**config.mk**
```make
export PLATFORM = sky130hd
export DESIGN_NAME = phy_rx_lane_sched
export DESIGN_NICKNAME = d
export VERILOG_FILES = /design/src/rtl/phy_rx_lane_sched.sv
export SDC_FILE = /design/constraint.sdc
export NUM_CORES = 1
export LEC_CHECK = 0
export BUFFER_PORTS_ARGS = -buffer_cell sky130_fd_sc_hd__buf_2
export CAP_MARGIN = 20
export CORE_AREA = 4 4 178 180
export DETAILED_ROUTE_END_ITERATION = 8
export DIE_AREA = 0 0 182 184
export GPL_TIMING_DRIVEN = 0
export HOLD_SLACK_MARGIN = 0.02
export PLACE_DENSITY = 0.55
export SYNTH_ARGS = -nofsm -noshare
export SYNTH_HDL_FRONTEND = slang
export SYNTH_SLANG_ARGS = --single-unit
```
**constraint.sdc**
```tcl
create_clock -name clk4f -period 7.7 [get_ports clk4f]
set_input_delay 0.385 -clock clk4f [delete_from_list [all_inputs] [get_ports clk4f]]
set_output_delay 0.385 -clock clk4f [all_outputs]
set_load 0.01 [all_outputs]
```
**src/rtl/phy_rx_lane_sched.sv**
```systemverilog
// Four-lane RX scheduler: per-lane comma alignment, per-lane FIFOs and a
// round-robin arbiter feeding a single-register output stage.
module phy_rx_lane_sched #(
   parameter int         DEPTH     = 4,
   parameter logic [7:0] COMMA     = 8'hBC,
   parameter int         ALIGN_CNT = 4
) (
   input  logic       clk4f,
   input  logic       reset,
   input  logic [7:0] in0,
   input  logic [7:0] in1,
   input  logic [7:0] in2,
   input  logic [7:0] in3,
   input  logic [3:0] valid_in,
   output logic [7:0] out_data,
   output logic [1:0] out_lane,
   output logic       out_valid,
   input  logic       out_ready,
   output logic [3:0] active,
   output logic [3:0] fifo_full,
   output logic [3:0] overflow
);
   localparam int AW = $clog2(DEPTH);
   localparam int CW = AW + 1;
   localparam int KW = $clog2(ALIGN_CNT + 1);

   typedef enum logic {INACTIVE = 1'b0, ACTIVE = 1'b1} lane_state_t;

   logic [7:0] lane_in       [4];
   logic [7:0] head          [4];
   logic       lane_active   [4];
   logic       lane_full     [4];
   logic       lane_ovf      [4];
   logic       lane_nonempty [4];

   logic [3:0] nonempty;
   logic [3:0] pop;
   logic       load;
   logic [1:0] grant;
   logic       grant_valid;

   logic [7:0] out_data_reg;
   logic [1:0] out_lane_reg;
   logic       out_valid_reg;
   logic [1:0] last_grant_reg;

   assign lane_in[0] = in0;
   assign lane_in[1] = in1;
   assign lane_in[2] = in2;
   assign lane_in[3] = in3;

   genvar gi;
   generate
      for (gi = 0; gi < 4; gi++) begin : g_lane
         lane_state_t   state_reg, state_next;
         logic [KW-1:0] ccnt_reg, ccnt_next;
         logic [AW-1:0] wr_ptr_reg, rd_ptr_reg;
         logic [CW-1:0] count_reg, count_next;
         logic          full_reg, ovf_reg;
         logic          is_comma, push_req, push, drop;
         logic [7:0]    mem [DEPTH];

         assign is_comma = (lane_in[gi] == COMMA);

         always_comb begin
            state_next = state_reg;
            ccnt_next  = ccnt_reg;
            push_req   = 1'b0;
            case (state_reg)
               INACTIVE: begin
                  if (valid_in[gi]) begin
                     if (is_comma) begin
                        ccnt_next = ccnt_reg + KW'(1);
                        if (ccnt_reg == KW'(ALIGN_CNT - 1))
                           state_next = ACTIVE;
                     end else begin
                        ccnt_next = '0;
                     end
                  end
               end
               ACTIVE:  push_req = valid_in[gi] && !is_comma;
               default: state_next = INACTIVE;
            endcase
         end

         // A full FIFO still accepts a byte when its head leaves in the same cycle.
         assign push       = push_req && ((count_reg != CW'(DEPTH)) || pop[gi]);
         assign drop       = push_req && !push;
         assign count_next = count_reg + CW'(push) - CW'(pop[gi]);

         always_ff @(posedge clk4f or negedge reset) begin
            if (!reset) begin
               state_reg  <= INACTIVE;
               ccnt_reg   <= '0;
               wr_ptr_reg <= '0;
               rd_ptr_reg <= '0;
               count_reg  <= '0;
               full_reg   <= 1'b0;
               ovf_reg    <= 1'b0;
            end else begin
               state_reg <= state_next;
               ccnt_reg  <= ccnt_next;
               count_reg <= count_next;
               full_reg  <= (count_next == CW'(DEPTH));
               ovf_reg   <= ovf_reg | drop;
               if (push)
                  wr_ptr_reg <= wr_ptr_reg + AW'(1);
               if (pop[gi])
                  rd_ptr_reg <= rd_ptr_reg + AW'(1);
            end
         end

         always_ff @(posedge clk4f) begin
            if (push)
               mem[wr_ptr_reg] <= lane_in[gi];
         end

         assign head[gi]          = mem[rd_ptr_reg];
         assign lane_nonempty[gi] = (count_reg != '0);
         assign lane_active[gi]   = (state_reg == ACTIVE);
         assign lane_full[gi]     = full_reg;
         assign lane_ovf[gi]      = ovf_reg;
      end
   endgenerate

   always_comb begin
      nonempty  = '0;
      active    = '0;
      fifo_full = '0;
      overflow  = '0;
      for (int i = 0; i < 4; i++) begin
         nonempty[i]  = lane_nonempty[i];
         active[i]    = lane_active[i];
         fifo_full[i] = lane_full[i];
         overflow[i]  = lane_ovf[i];
      end
   end

   // Scan lanes starting just after the last winner; first non-empty one wins.
   always_comb begin
      grant       = '0;
      grant_valid = 1'b0;
      for (int k = 1; k <= 4; k++) begin
         if (!grant_valid && nonempty[last_grant_reg + 2'(k)]) begin
            grant       = last_grant_reg + 2'(k);
            grant_valid = 1'b1;
         end
      end
   end

   assign load = !out_valid_reg || out_ready;
   assign pop  = (load && grant_valid) ? (4'b0001 << grant) : 4'b0000;

   always_ff @(posedge clk4f or negedge reset) begin
      if (!reset) begin
         out_data_reg   <= '0;
         out_lane_reg   <= '0;
         out_valid_reg  <= 1'b0;
         last_grant_reg <= 2'd3;
      end else if (load) begin
         out_valid_reg <= grant_valid;
         if (grant_valid) begin
            out_data_reg   <= head[grant];
            out_lane_reg   <= grant;
            last_grant_reg <= grant;
         end
      end
   end

   assign out_data  = out_data_reg;
   assign out_lane  = out_lane_reg;
   assign out_valid = out_valid_reg;
endmodule

```
==> summary.md, run 1 <==
| Metric | Value |
|---|---|
| Status | `completed` |
| Later-pin clock latency in the skew report | `0.44 ns` |
| Remaining Overflow, GRT | `0` |
| Initial antenna violation count | `1` |
| Syn avg cell area | `15.0 µm²` |
| FMAX | `0.264 GHz` |
| Pins Over Slew Limit | `0` |
| CTS sink count | `193` |
| Post-layout min period | `3.79 ns` |
| WP data required | `8.02 ns` |
| Register area | `5470 µm²` |
| Register area share after synthesis | `61.6%` |
| DR vias/cell | `4.69` |
| Pre-Repair DR Iteration Count | `4` |
| First-pass GRT wire length | `29400 µm` |
| Startpoint Class | `flip-flop` |
| Routed len/inst | `17.0 µm` |
| Initial Utilization | `29.4%` |
| Seq pwr share | `38.1%` |
| Routed Antenna Nets | `0` |
| Layout filler cell count | `2883` |
| Lkg Pwr | `3.90 nW` |
| Syn. warnings | `0` |
| Yosys top cell by area | `edfxtp_1` |
| Initial DRC count | `239` |
| Most numerous cell in the Yosys netlist | `edfxtp_1` |
| Synth top cells by count | `128 x edfxtp_1, 63 x dfrtp_1, 42 x nand2_1` |
| CP Cell Sequence | `nor3_1 -> o211ai_2 -> nand3_4 -> buf_6 -> o211ai_2 -> inv_1 -> o21ai_1 -> ha_1 -> inv_1 -> ha_1 -> fa_1 -> xor2_1 -> xnor2_1 -> nor3b_1` |
| Worst VDD drop | `0.150 mV` |
| I/O Pins | `62` |
| Most used DFF post-synth | `edfxtp_1` |
| Cts bufs inserted | `17` |
| Worst Tran Pin Value | `1.03 ns` |
| Root buffer cell | `clkbuf_16` |
| Core area | `30200 µm²` |
| Layout cells sized above 1 | `25.9%` |
| Largest register FFs | `128` |
| CP max stage delay | `0.51 ns` |
| Arr. time, crit path | `4.11 ns` |
| Area after DPL | `9770 µm²` |
| Clock Path Buffers | `2` |
| Vias in the first global route | `5298` |
| Synth top area cells | `edfxtp_1 43%, dfrtp_1 18%, mux4_2 8.1%, ha_1 4.5%, nand2_1 1.8%` |
| Clock power frac | `25.1%` |
| Aggregate negative setup slack | `0 ns` |
| Post-CTS Resized | `0` |
| CTS tree | `done` |
| Post-DP HPWL | `13500 µm` |
| Synthesis-to-finish area growth | `16.7%` |
| Kind of end point of the critical path | `flip-flop` |
| Internal Power | `2.17 mW` |
| RSZ-0062 raised after global routing | `false` |
| Number of enable flip-flop cells after synthesis | `128` |
| Cell count after synthesis | `594` |
| CTS Hold Bufs | `1` |
| Crit path kind | `reg2reg` |
| Placement row count | `64` |
| Net Switching | `1.22 mW` |
| Hold Crit Class | `in2reg` |
| DIE AREA | `33500 µm²` |
| Pin count of the biggest net entering global routing | `64` |
| # nets final | `760` |
| Synth Register Bits | `193` |
| Area of the multi-input gates | `3050 µm²` |
| Gpl congestion | `0.736` |
| Final Instance Area | `10400 µm²` |
| Total wire length | `18600 µm` |
| Die width | `182 µm` |
| Port Buffers | `61` |
| Gr usage total | `11.3%` |
| Vias | `5141` |
| Distinct cells, synth | `69` |
| Setup violators final | `0` |
| Synth async-reset ratio | `33.7%` |
| Layout Skew | `0.0165 ns` |
| Worst Path Buf+Inv | `3` |
| Share of total power in combinational logic | `36.8%` |
| Slew HR | `31.2%` |
| Max Cap Viol | `0` |
| Sw Share | `36.1%` |
| Setup bufs post-CTS | `0` |
| Post-synth net total | `669` |
| Netlist area before placement | `8880 µm²` |
| Count of final hold-check violations | `0` |
| Clk slew on worst S/H paths | `0.08 ns` |
| Die Span Y | `184 µm` |
| Post-route worst setup slack | `3.91 ns` |
| DRC | `0` |
| Pwr Density | `327 nW/µm²` |
| Slowest-stage cell, CP | `nor3_1` |
| H-tree depth | `4` |
| Final Cycle Share | `49.2%` |
| Pre-CTS WS | `3.97 ns` |
| Critical path's top delay family | `simple AND/OR/NAND/NOR gates` |
| Worst-path fanout max | `10` |
| Area fraction of the dominant cell type after synthesis | `43.3%` |
[logic make-up after synthesis]
logic type                 after synthesis  synth area share [%]
DFF                                    193                  61.6
and+or+nand+nor                        127                  8.35
AOI/OAI and AO/OA                      104                  9.59
buffers and inverters                   75                  4.06
muxes                                   43                  9.38
adders and majority gates               36                  5.41
xor gates and xnor gates                16                  1.58
[metal layers]
metal,GRT usage [%],vias to the layer above,share of wire (%)
li1,-,2466,-
met1,15.6,2557,47
met2,17.7,97,48
met3,2.41,21,3.9
met4,4.20,0,1.6
met5,0,-,0
[power groups by stage]
stage / Combinational [mW] / Sequential (mW) / Clock (mW)
2_1_floorplan: 0.904 / 1.30 / 0
3_3_place_gp: 1.24 / 1.31 / 0
3_5_place_dp: 1.25 / 1.31 / 0
4_1_cts: 1.26 / 1.29 / 0.872
5_1_grt: 1.37 / 1.31 / 0.921
6_report: 1.25 / 1.29 / 0.852
[per-stage QoR]
step | utilization, % | total power, mW | hold slack, ns | instances
after floorplan | - | 2.20 | 0.0894 | 594
after global placement | 32.1 | 2.55 | 0.455 | 1051
after detailed placement | 32.4 | 2.57 | 0.190 | 1059
after CTS | 34.3 | 3.43 | 0.153 | 1092
after global routing | 34.3 | 3.60 | 0.161 | 1094
final | 34.3 | 3.39 | 0.172 | 1095
[final cells by class]
type                    instances  area share, %
plain buffers                  34           1.99
flip-flops and latches        193           52.8
inverters                      41           1.49
multi-input cells             326           29.5
clock buffers                  17           4.11
diodes                          1         0.0242
repair buffers                 72           3.94
well taps                     396           4.78
clock inverters                15           1.39
[path summary, 6_finish.rpt]
path	from	endpoint	slack, ns	depth (start not counted)
min in group asynchronous	reset	g_lane[1].ccnt_reg[0]$_DFFE_PN0P_	0.29	2
max reg2reg	g_lane[2].count_reg[2]$_DFF_PN0_	g_lane[1].full_reg$_DFF_PN0_	3.91	14
min reg2reg	g_lane[3].ovf_reg$_DFF_PN0_	g_lane[3].ovf_reg$_DFF_PN0_	0.47	1
max	g_lane[2].count_reg[2]$_DFF_PN0_	g_lane[1].full_reg$_DFF_PN0_	3.91	14
max in group asynchronous	reset	last_grant_reg[0]$_DFFE_PN1N_	6.86	3
min	in0[6]	g_lane[0].mem[2][6]$_DFFE_PP_	0.17	1
[cells in the final DEF, fill, tap and decap left out, drive strengths merged, types with 3 or more instances in the layout]
cell and n:
a31oi 14, a31o 4, dfrtp 63, fa 4, a21oi 15, nand4 6, nor2 14, a21o 5
o311ai 7, a41o 3, edfxtp 128, nand2b 6, inv 49, o21ai 10, nand2 42, o211ai 20
nor3b 16, clkbuf 28, nor3 12, ha 32, o31ai 5, mux4 32, xnor2 10, o2111ai 4
or3 4, mux2i 9, xor2 6, and2 3, clkinvlp 3, and4 8, clkinv 4, buf 94
Power figures use the tool's default switching activity.
==> run 2: changes to the inputs <==
==> constraint.sdc (replaced) <==
create_clock -name clk4f -period 3.9 [get_ports clk4f]
set_input_delay 0.195 -clock clk4f [delete_from_list [all_inputs] [get_ports clk4f]]
set_output_delay 0.195 -clock clk4f [all_outputs]
set_load 0.01 [all_outputs]
==> summary.md, run 2 (same netlist as run 1, synthesis figures left out) <==
| Metric | Value |
|---|---|
| Status | `completed` |
| Initial antenna violation count | `0 (-1)` |
| CTS sink count | `193 (unchanged)` |
| DRC | `0 (unchanged)` |
| Later-pin clock latency in the skew report | `0.44 ns (about the same)` |
| Gpl congestion | `0.736 (unchanged)` |
| Worst Path Buf+Inv | `1 (-2)` |
| Core area | `30200 µm² (unchanged)` |
| Remaining Overflow, GRT | `0 (unchanged)` |
| Ant diodes | `0 (-1)` |
| Layout filler cell count | `2850 (-1.1%)` |
| Count of final hold-check violations | `0 (unchanged)` |
| Slew HR | `30.8% (-0.45 points)` |
| Worst-path fanout max | `10 (unchanged)` |
| Pwr Density | `630 nW/µm² (+92%)` |
| Largest register FFs | `128 (unchanged)` |
| Pin count of the biggest net entering global routing | `64 (unchanged)` |
| Cts bufs inserted | `17 (unchanged)` |
| Kind of end point of the critical path | `flip-flop` |
| CP max stage delay | `0.60 ns (+0.09 ns)` |
| Initial Utilization | `29.4% (unchanged)` |
| Worst VDD drop | `0.296 mV (+97%)` |
| I/O Pins | `62 (unchanged)` |
| First-pass GRT wire length | `30100 µm (+2.1%)` |
| WP data required | `4.25 ns (-3.77 ns)` |
| Setup violators final | `0 (unchanged)` |
| # nets final | `797 (+4.9%)` |
| RSZ-0062 raised after global routing | `false` |
| Inst Count DP | `1059 (unchanged)` |
| DIE AREA | `33500 µm² (unchanged)` |
| Initial DRC count | `234 (-2.1%)` |
| Hold_ws | `0.0418 ns (-0.130 ns)` |
| Post-DP HPWL | `13500 µm (unchanged)` |
| Most used cell, CP | `ha_1` |
| Die width | `182 µm (unchanged)` |
| Pre-Repair DR Iteration Count | `5 (+1)` |
| Hold Crit Class | `in2reg` |
| Clk slew on worst S/H paths | `0.08 ns (about the same)` |
| Routed Antenna Nets | `0 (unchanged)` |
| Vias in the first global route | `5451 (+2.9%)` |
| Layout Skew | `0.0160 ns (-0.000440 ns)` |
| Layout cells sized above 1 | `25.3% (-0.63 points)` |
| Register area | `5470 µm² (unchanged)` |
| Port Buffers | `61 (unchanged)` |
| Final Cycle Share | `94.0% (+45 points)` |
| Root buffer cell | `clkbuf_16` |
| Max Cap Viol | `0 (unchanged)` |
| Startpoint Class | `flip-flop` |
| Lkg Pwr | `4.06 nW (+4.0%)` |
| Crit path kind | `reg2reg` |
| Most frequent cells in the layout | `128 x edfxtp_1, 65 x buf_2, 63 x dfrtp_1` |
| DR vias/cell | `4.66 (-0.66%)` |
| Final instance count without filler cells | `1131 (+3.3%)` |
| H-tree depth | `4 (unchanged)` |
| CTS tree | `done` |
| Critical path's top delay family | `simple AND/OR/NAND/NOR gates` |
| FMAX | `0.273 GHz (+3.4%)` |
| Total wire length | `19000 µm (+2.1%)` |
| Routed len/inst | `16.8 µm (-1.1%)` |
| Commonest non-fill, non-tap cell in the layout | `edfxtp_1` |
| Area of the multi-input gates | `3070 µm² (+0.61%)` |
| Pins Over Slew Limit | `0 (unchanged)` |
| Vias | `5275 (+2.6%)` |
| CP Cell Sequence | `nor3_2 -> a21boi_1 -> o21ai_2 -> a31oi_4 -> or2_2 -> ha_1 -> inv_1 -> ha_1 -> fa_1 -> xnor2_1 -> nor3b_1` |
| Clock Path Buffers | `2 (unchanged)` |
| Synthesis-to-finish area growth | `20.9%` |
| Slowest-stage cell, CP | `o21ai_2` |
| Placement row count | `64 (unchanged)` |
| Post-layout min period | `3.67 ns (-0.124 ns)` |
| Gr usage total | `11.5% (+0.19 points)` |
| Worst Tran Pin Value | `1.04 ns (+0.00668 ns)` |
| Die Span Y | `184 µm (unchanged)` |
| Aggregate negative setup slack | `0 ns (unchanged)` |
| Arr. time, crit path | `4.01 ns (-0.10 ns)` |
[run 2: changes by cell type in the layout (fill, tap and decap cells not counted)]
cell           before  now
o211ai_4            1    2
dlygate4sd3_1       1   35
o211ai_2            2    1
nor3_1              9    8
diode_2             1    0
nor3_2              2    3
buf_4              19   22
nor3b_2             1    2
nor3b_1            15   14
[run 2: timing repair]
action / CTS / global route
hold buffers: 35 / 0
endpoints found under the hold margin: 190 / 0
gates resized for setup: 0 / 3
buffers inserted: 0 / 3
endpoints found under the setup margin: 0 / 2
[run 2: path summary, 6_finish.rpt]
path	startpoint	to	slack (ns)	depth (start not counted)
max	g_lane[0].count_reg[1]$_DFF_PN0_	g_lane[3].full_reg$_DFF_PN0_	0.23	11
min	in1[1]	g_lane[1].mem[0][1]$_DFFE_PP_	0.04	1
max reg2reg	g_lane[0].count_reg[1]$_DFF_PN0_	g_lane[3].full_reg$_DFF_PN0_	0.23	11
min reg2reg	g_lane[3].ovf_reg$_DFF_PN0_	g_lane[3].ovf_reg$_DFF_PN0_	0.47	1
max in group asynchronous	reset	last_grant_reg[0]$_DFFE_PN1N_	3.24	3
min in group asynchronous	reset	g_lane[1].ccnt_reg[2]$_DFFE_PN0P_	0.09	2
[run 2: cell type report]
class	count	share of cell area [%]
sequential	193	51.0
buffer	34	1.92
timing repair buffer	109	7.18
inverter	41	1.43
clock inverter	15	1.34
tap	396	4.61
clock buffer	17	3.96
multi-input combinational	326	28.6
[run 2: routing by layer]
metal  share of wire, %  track usage (%)  vias to the layer above
met5                  0                0                        -
met4                1.6             4.20                        0
met3                3.8             2.31                       19
met2                 48             18.2                       96
met1                 46             15.9                     2618
li1                   -                -                     2542
[run 2: metrics by stage]
stage          worst slack [ns]  area [µm²]  utilization (%)  total power, mW
6_report                  0.234       10700             35.6             6.76
5_1_grt                 0.00410       10700             35.6             7.18
4_1_cts                   0.102       10700             35.4             6.79
3_5_place_dp              0.166        9770             32.4             5.07
3_3_place_gp              0.169        9680             32.1             5.04
2_1_floorplan             0.579        8880                -             4.35
[run 2: power by group]
group          leakage, nW  internal [mW]  total, mW  switching (mW)
clock network        0.273          0.849       1.68           0.830
registers             1.94           2.39       2.55           0.162
logic                 1.85           1.09       2.53            1.44
total                 4.06           4.33       6.76            2.43
==> run 3: changes to the inputs <==
--- a/config.mk
+++ b/config.mk
@@ -7,12 +7,12 @@
 export LEC_CHECK = 0
 export BUFFER_PORTS_ARGS = -buffer_cell sky130_fd_sc_hd__buf_2
 export CAP_MARGIN = 20
-export CORE_AREA = 4 4 178 180
+export CORE_AREA = 4 4 139 141
 export DETAILED_ROUTE_END_ITERATION = 8
-export DIE_AREA = 0 0 182 184
+export DIE_AREA = 0 0 143 145
 export GPL_TIMING_DRIVEN = 0
 export HOLD_SLACK_MARGIN = 0.02
-export PLACE_DENSITY = 0.55
+export PLACE_DENSITY = 0.77
 export SYNTH_ARGS = -nofsm -noshare
 export SYNTH_HDL_FRONTEND = slang
 export SYNTH_SLANG_ARGS = --single-unit
==> summary.md, run 3 (same netlist as run 1, synthesis figures left out) <==
| Metric | Value |
|---|---|
| Layout cells sized above 1 | `24.8% (-0.51 points)` |
| Status | `completed` |
| Vias in the first global route | `5630 (+3.3%)` |
| Later-pin clock latency in the skew report | `0.43 ns (about the same)` |
| Die width | `143 µm (-21%)` |
| Most frequent cells in the layout | `128 x edfxtp_1, 63 x buf_2, 63 x dfrtp_1` |
| Final Instance Area | `10500 µm² (-2.5%)` |
| Initial DRC count | `424 (+81%)` |
| Post-DP HPWL | `12800 µm (-5.1%)` |
| Synthesis-to-finish area growth | `17.9%` |
| Arr. time, crit path | `4.04 ns (+0.03 ns)` |
| DIE AREA | `20700 µm² (-38%)` |
| CTS sink count | `193 (unchanged)` |
| CP Cell Sequence | `clkbuf_1 -> inv_1 -> a32oi_4 -> and3_1 -> buf_6 -> o211ai_4 -> inv_1 -> o21ai_1 -> ha_1 -> inv_1 -> ha_1 -> fa_1 -> xor2_1 -> xnor2_1 -> nor3b_1` |
| H-tree depth | `4 (unchanged)` |
| FMAX | `0.270 GHz (-0.95%)` |
| Worst Tran Pin Value | `1.06 ns (+0.0215 ns)` |
| R2R Path Start | `last_grant_reg[1]$_DFFE_PN1N_` |
| Hold_ws | `0.0443 ns (+0.00256 ns)` |
| Ant diodes | `0 (unchanged)` |
| Count of final hold-check violations | `0 (unchanged)` |
| Gr usage total | `18.4% (+6.9 points)` |
| Hold EP | `g_lane[0].state_reg$_DFF_PN0_` |
| Core area | `18000 µm² (-40%)` |
| Area after DPL | `9540 µm² (-2.4%)` |
| Clock Path Buffers | `2 (unchanged)` |
| Worst-path fanout max | `10 (unchanged)` |
| GRT met2 Usage | `29.9% (+12 points)` |
| Largest register FFs | `128 (unchanged)` |
| GRT Max-Usage Layer | `met2` |
| Root buffer cell | `clkbuf_16` |
| Port Buffers | `61 (unchanged)` |
| Clk slew on worst S/H paths | `0.07 ns (about the same)` |
| Routing usage on met1 | `24.6% (+8.7 points)` |
| Reg2reg setup slack | `0.20 ns (-0.04 ns)` |
| Initial Utilization | `49.4% (+20 points)` |
| Die Span Y | `145 µm (-21%)` |
| Final instance count without filler cells | `959 (-15%)` |
| Hold Crit Class | `in2reg` |
| Initial antenna violation count | `0 (unchanged)` |
| Max Cap Viol | `0 (unchanged)` |
| RSZ-0062 raised after global routing | `true` |
| Slowest-stage cell, CP | `dfstp_2` |
| Min-Delay Path Depth | `2 (+1)` |
| Met3 Resource Use GR | `4.18% (+1.9 points)` |
| WP data required | `4.24 ns (about the same)` |
| Design Power | `6.73 mW (-0.44%)` |
| Hold Crit Start | `valid_in[0]` |
| Slew HR | `29.2% (-1.6 points)` |
| Routed len/inst | `19.2 µm (+14%)` |
| Worst VDD drop | `0.453 mV (+53%)` |
| Remaining Overflow, GRT | `0 (unchanged)` |
| CP max stage delay | `0.51 ns (-0.09 ns)` |
| CTS tree | `done` |
| Crit path kind | `reg2reg` |
| Vias | `5525 (+4.7%)` |
| Most used cell, CP | `inv_1` |
| Worst R2R End | `g_lane[0].full_reg$_DFF_PN0_` |
| Gpl congestion | `0.782 (+6.3%)` |
| FF-to-FF path depth | `15 (+4)` |
| Inst Count DP | `892 (-16%)` |
| Kind of end point of the critical path | `flip-flop` |
| Total wire length | `18400 µm (-3.1%)` |
| Pins Over Slew Limit | `0 (unchanged)` |
| # nets final | `792 (-0.63%)` |
| DR vias/cell | `5.76 (+24%)` |
| Commonest non-fill, non-tap cell in the layout | `edfxtp_1` |
| I/O Pins | `62 (unchanged)` |
| Post-layout min period | `3.70 ns (+0.0351 ns)` |
| Layout Skew | `0.0107 ns (-0.00528 ns)` |
| DRC | `0 (unchanged)` |
| Pre-Repair DR Iteration Count | `5 (unchanged)` |
| Final Cycle Share | `94.9% (+0.90 points)` |
| Placement row count | `49 (-23%)` |
| Lkg Pwr | `4.03 nW (-0.60%)` |
| Routed Antenna Nets | `0 (unchanged)` |
| Startpoint Class | `flip-flop` |
| Pin count of the biggest net entering global routing | `66 (+3.1%)` |
| Cts bufs inserted | `17 (unchanged)` |
| First-pass GRT wire length | `29700 µm (-1.1%)` |
| Pwr Density | `643 nW/µm² (+2.1%)` |
| Setup violators final | `0 (unchanged)` |
| Fin util | `58.3% (+23 points)` |
-- run 3: per-stage QoR --
step,TNS (ns),setup slack (ns)
6_report,0,0.199
5_1_grt,-0.0534,-0.0534
4_1_cts,0,0.141
3_5_place_dp,0,0.194
3_3_place_gp,0,0.289
2_1_floorplan,0,0.579
-- run 3: what timing repair did --
| item | in CTS | in global routing |
|---|---|---|
| gates resized for setup | 0 | 2 |
| hold buffers | 33 | 0 |
| setup buffers | 0 | 1 |
| hold endpoints to repair | 185 | 0 |
| setup endpoints to repair | 0 | 2 |
-- run 3: power breakdown --
part           switching [mW]  leakage [nW]  total, mW  internal [mW]
Combinational            1.41          1.81       2.48           1.06
Sequential              0.156          1.94       2.55           2.39
Clock                   0.804         0.280       1.71          0.901
Total                    2.37          4.03       6.73           4.36
-- run 3: layer usage --
metal / share of wire [%] / vias to the layer above
met3: 5.9 / 30
met2: 51 / 182
met1: 41 / 2775
li1: - / 2538
met4: 2.0 / 0
met5: 0 / -
-- run 3: layout make-up --
cell class | count | area, µm²
clock buffer | 17 | 425
inverter | 41 | 154
buffer | 34 | 206
timing repair buffer | 104 | 713
multi-input combinational | 326 | 3060
tap | 229 | 287
sequential | 193 | 5470
fill | 1350 | 7490
clock inverter | 15 | 153
-- run 3: worst max path at each step --
stage	from	endpoint	slack, ns
3_5_place_dp	g_lane[3].count_reg[1]$_DFF_PN0_	g_lane[0].full_reg$_DFF_PN0_	0.19
3_3_place_gp	g_lane[2].count_reg[1]$_DFF_PN0_	g_lane[1].full_reg$_DFF_PN0_	0.29
2_1_floorplan	g_lane[3].count_reg[0]$_DFF_PN0_	g_lane[0].full_reg$_DFF_PN0_	0.58
4_1_cts	g_lane[3].count_reg[1]$_DFF_PN0_	g_lane[0].full_reg$_DFF_PN0_	0.14
6_report	last_grant_reg[1]$_DFFE_PN1N_	g_lane[0].full_reg$_DFF_PN0_	0.20
5_1_grt	last_grant_reg[1]$_DFFE_PN1N_	g_lane[0].full_reg$_DFF_PN0_	-0.05
-- run 3: worst max-delay path, delay by kind of cell, from the launching register on --
kind | cells | cell delay [ns]
XOR/XNOR | 2 | 0.36
AO/OA/AOI/OAI | 3 | 0.61
adder cells (fa/ha/maj) | 3 | 0.89
flip-flops | 1 | 0.51
buffers and inverters | 5 | 0.75
AND/OR/NAND/NOR | 2 | 0.48
